[src/rtl/rr_mux_sched.sv]
// ---------------------------------------------------------------------------
// rr_mux_sched
//   Round-robin scheduler sharing one 8:1 mux output among 8 requesters.
//   A winner keeps the grant while it keeps requesting, for at most MAX_HOLD
//   consecutive cycles. After that the grant rotates to the next requester.
//
//   Parameters
//     MAX_HOLD  max consecutive grant cycles per winner (1..15)
//     HOLD_W    width of the hold counter (must be able to hold MAX_HOLD)
//
//   Ports
//     clk    in   clock, all state on the rising edge
//     rst    in   synchronous reset, active-high
//     en     in   scheduler enable; low drops the current grant
//     req    in   [7:0] request per requester
//     in     in   [7:0] data bit per requester (mux data inputs)
//     gnt    out  [7:0] registered one-hot grant, zero when idle
//     sel    out  [2:0] registered mux select (index of the gnt bit)
//     out    out  in[sel] while valid, else 0 (combinational)
//     valid  out  high while a grant is active
//     busy   out  valid | (|req & en) (combinational)
// ---------------------------------------------------------------------------
module rr_mux_sched #(
    parameter int MAX_HOLD = 4,
    parameter int HOLD_W   = 4
) (
    input  logic       clk,
    input  logic       rst,
    input  logic       en,
    input  logic [7:0] req,
    input  logic [7:0] in,
    output logic [7:0] gnt,
    output logic [2:0] sel,
    output logic       out,
    output logic       valid,
    output logic       busy
);

    localparam logic [HOLD_W-1:0] MAX_HOLD_C = HOLD_W'(MAX_HOLD);

    typedef enum logic {
        IDLE  = 1'b0,
        GRANT = 1'b1
    } state_t;

    state_t            state_q, state_d;
    logic [7:0]        gnt_q,   gnt_d;
    logic [2:0]        sel_q,   sel_d;
    logic [2:0]        ptr_q,   ptr_d;
    logic [HOLD_W-1:0] cnt_q,   cnt_d;

    // {found, index} of the first request at or after 'start', wrapping 7->0.
    logic [3:0] pick_ptr;
    logic [3:0] pick_next;

    function automatic logic [3:0] rr_pick(input logic [7:0] r, input logic [2:0] start);
        logic       found;
        logic [2:0] idx;
        logic [2:0] cand;
        found = 1'b0;
        idx   = start;
        for (int k = 0; k < 8; k++) begin
            cand = start + 3'(k);
            if (!found && r[cand]) begin
                found = 1'b1;
                idx   = cand;
            end
        end
        return {found, idx};
    endfunction

    function automatic logic [7:0] onehot(input logic [2:0] i);
        return 8'b0000_0001 << i;
    endfunction

    always_comb begin
        state_d   = state_q;
        gnt_d     = gnt_q;
        sel_d     = sel_q;
        ptr_d     = ptr_q;
        cnt_d     = cnt_q;
        pick_ptr  = rr_pick(req, ptr_q);
        // Scanning from sel+1 puts the current holder last, so a sole
        // requester at forced rotation simply gets re-granted.
        pick_next = rr_pick(req, sel_q + 3'd1);

        case (state_q)
            IDLE: begin
                gnt_d = 8'h00;
                if (en && (|req)) begin
                    state_d = GRANT;
                    gnt_d   = onehot(pick_ptr[2:0]);
                    sel_d   = pick_ptr[2:0];
                    cnt_d   = HOLD_W'(1);
                end
            end
            GRANT: begin
                if (!en) begin
                    state_d = IDLE;
                    gnt_d   = 8'h00;
                    ptr_d   = sel_q + 3'd1;
                end else if (!req[sel_q]) begin
                    // Release: hand over directly, no idle bubble.
                    ptr_d = sel_q + 3'd1;
                    if (pick_next[3]) begin
                        gnt_d = onehot(pick_next[2:0]);
                        sel_d = pick_next[2:0];
                        cnt_d = HOLD_W'(1);
                    end else begin
                        state_d = IDLE;
                        gnt_d   = 8'h00;
                    end
                end else if (cnt_q == MAX_HOLD_C) begin
                    // Forced rotation; req[sel] is set so a winner always exists.
                    ptr_d = sel_q + 3'd1;
                    gnt_d = onehot(pick_next[2:0]);
                    sel_d = pick_next[2:0];
                    cnt_d = HOLD_W'(1);
                end else begin
                    cnt_d = cnt_q + HOLD_W'(1);
                end
            end
            default: begin
                state_d = IDLE;
                gnt_d   = 8'h00;
            end
        endcase
    end

    always_ff @(posedge clk) begin
        if (rst) begin
            state_q <= IDLE;
            gnt_q   <= 8'h00;
            sel_q   <= 3'd0;
            ptr_q   <= 3'd0;
            cnt_q   <= '0;
        end else begin
            state_q <= state_d;
            gnt_q   <= gnt_d;
            sel_q   <= sel_d;
            ptr_q   <= ptr_d;
            cnt_q   <= cnt_d;
        end
    end

    assign gnt   = gnt_q;
    assign sel   = sel_q;
    assign valid = (state_q == GRANT);
    assign out   = valid ? in[sel_q] : 1'b0;
    assign busy  = valid | ((|req) & en);

endmodule

[config.mk]
export PLATFORM = sky130hd
export DESIGN_NAME = rr_mux_sched
export DESIGN_NICKNAME = d
export VERILOG_FILES = /design/src/rtl/rr_mux_sched.sv
export SDC_FILE = /design/constraint.sdc
export NUM_CORES = 1
export LEC_CHECK = 0
export CAP_MARGIN = 20
export CORE_ASPECT_RATIO = 0.5
export CORE_MARGIN = 2
export CORE_UTILIZATION = 40
export CTS_CLUSTER_DIAMETER = 30
export DETAILED_ROUTE_END_ITERATION = 8
export PLACE_DENSITY = 0.71
export SETUP_SLACK_MARGIN = 0.1
export SYNTH_ARGS = -nofsm -noshare
export SYNTH_HDL_FRONTEND = slang
export SYNTH_SLANG_ARGS = --single-unit
[constraint.sdc]
create_clock -name clk -period 3.9 [get_ports clk]
set_clock_uncertainty 0.15 [all_clocks]
set_input_delay 1.17 -clock clk [delete_from_list [all_inputs] [get_ports clk]]
set_output_delay 1.17 -clock clk [all_outputs]
set_load 0.02 [all_outputs]
==> results.tsv <==
metric	value	unit
die_area	0.00774	mm^2
syn-num-nets	363	
fin_tns_setup	0	ns
min_period_over_period	0.963	
cts_buffers	3	
synth.avg_cell_area	8.30	um^2
clockRootBuffer	clkbuf_16	
min_period	3.75	ns
status	completed	
worst_pin_slew	0.622	ns
maxCapViolations	0	
critPathBufInv	2	
post-route-util	0.601	
hold_viol_final	0	
cts_tree	yes	
drtAntennaViolNets	0	
syn-instance-count	338	
die_y	63.2	um
critical_path.startpoint	in[4]	
yosysTopAreaCellShare	0.177	
clkSlewWorstSetupHoldPaths	0.05	ns
slowest_delay	0.47	ns
slew_headroom	0.585	
syn_area	0.00280	mm^2
crit_type	in -> out	
grt_pass1_wl	14.4	mm
diodes	0	
row_count	21	
ios	33	
initial_core_util	0.417	
grt_max_degree	22	
vias_per_cell	5.95	
portBuffers	32	
clkLatencyLatePin	0.25	ns
reg2reg_from	ptr_q[1]	
grt_antenna_before_repair	0	
dp_hpwl	6.22	mm
gp_congestion	0.992	
leakage	1.55	nW
crit_path_cell_trace	clkdlybuf4s50_1 > mux4_2 > mux2i_1 > nor2_1 > buf_2	
worst_slack	0.145	ns
whs	0.320	ns
cp-start-kind	input pin	
dp_cells	504	
dpl_worst_slack	-0.532	ns
crit_family	multiplexers	
layout_common_cells	buf_4 (75), nor2_1 (40), mux4_2 (23)	
ir_worst_vdd	0.200	mV
synth_flop_cell	dfxtp_1	
p_total	1.72	mW
endpoint_kind	primary output	
first_global_vias	2972	
p_per_area	425	mW/mm^2
wire_per_inst	16.5	um
placed_cell_area	0.00362	mm^2
ys_types	62	
syn_to_final_growth	44.2	%
async_reset_ff_frac	0	
drt-pass1-iter-count	6	
ys_warn_count	0	
drt_iter0_markers	267	
cp_max_fo	1	
synth-seq-cells	19	
synth_edf_count	0	
hold_start	cnt_q[3]	
drive_above_1_share	0.393	
seq_area_frac_synth	0.136	
grt_setup_unrepaired	no	
hp-class	reg -> reg	
slew_violations	0	
grt.overflow.total	0	
cpMaxStageDelayCell	mux4_2	
cts_sinks	19	
drt-total-wl	8.64	mm
track_usage	0.226	
arrival	2.43	ns
layout.cells.non_filler	525	
core-area	0.00673	mm^2
htree_levels	1	
final_common_cell	buf_4	
finalNetCount	459	
vias	3122	
max_freq	266	MHz
chipWidth	122	um
setup_viol	0	
cts.path.max_buffers	2	
synth_top_area_cell	mux4_2	
postLayoutCellArea	0.00404	mm^2
drc_errors	0	
synthTopCellsByArea	mux4_2 (18%), dfxtp_1 (14%), mux2i_1 (5.7%)	
crit_required	2.58	ns
## report_power, final
part           internal (mW)  total (mW)  switching [mW]  leakage [nW]
clock                  0.139       0.209          0.0706        0.0382
combinational          0.619        1.28           0.664          1.35
sequential             0.213       0.227          0.0141         0.155
total                  0.971        1.72           0.749          1.55
## tightest hold or removal path, stage by stage, from the launching register on
cell	delay [ns]
dfxtp_1	0.30
o21ai_0	0.06
a21oi_1	0.06
## cell usage after synthesis (9+ instances only)
cell type / instances
mux2i_1: 16
dfxtp_1: 19
mux4_2: 22
o21ai_0: 12
nor2_1: 42
clkbuf_1: 9
a21oi_1: 17
nor3_1: 11
buf_2: 16
nand2_1: 20
inv_1: 14
## registers in the layout (all words and copies together) (netlist names)
signal	count
cnt_q	4
ptr_q	3
sel	3
gnt	8
valid	1
## logic make-up (layout without fill, tap and decap cells)
logic type      Yosys count  in the layout  synth area share
simple gates            124            124             0.232
compound gates           91             91             0.232
buf+inv                  45            139            0.0781
mux                      41             42             0.246
flops                    19             19             0.136
xor+xnor                 12             12            0.0491
fa+ha+maj                 6              6            0.0268
## timing repair
item	in CTS	in global routing
setup endpoints to repair	13	12
resized for setup	59	26
gates cloned	2	4
hold buffers	0	0
endpoints found under the hold margin	0	0
pin swaps	26	10
setup buffers	6	5
## final cells by class
type	instances	area (um^2)
fill	581	2680
timing repair buffer	120	955
multi-input combinational	275	2460
tap	92	115
sequential	19	380
clock buffer	4	78.8
inverter	15	56.3
## path summary, 6_finish.rpt
| check | endpoint | depth (start not counted) | slack [ns] |
|---|---|---|---|
| worst max-delay path | out | 5 | 0.15 |
| worst min-delay path | cnt_q[3] | 2 | 0.32 |
| worst max register to register | gnt[3] | 13 | 0.38 |
| worst min register to register | cnt_q[3] | 2 | 0.32 |
## layer usage
metal,up-vias,global-route usage,share of wire,wire length [um]
met4,0,0.0402,0.012,105
met2,89,0.399,0.50,4330
met1,1530,0.305,0.45,3880
met5,-,0,0,0
li1,1491,-,-,-
met3,12,0.0163,0.037,322
(Power assumes the default switching activity.)
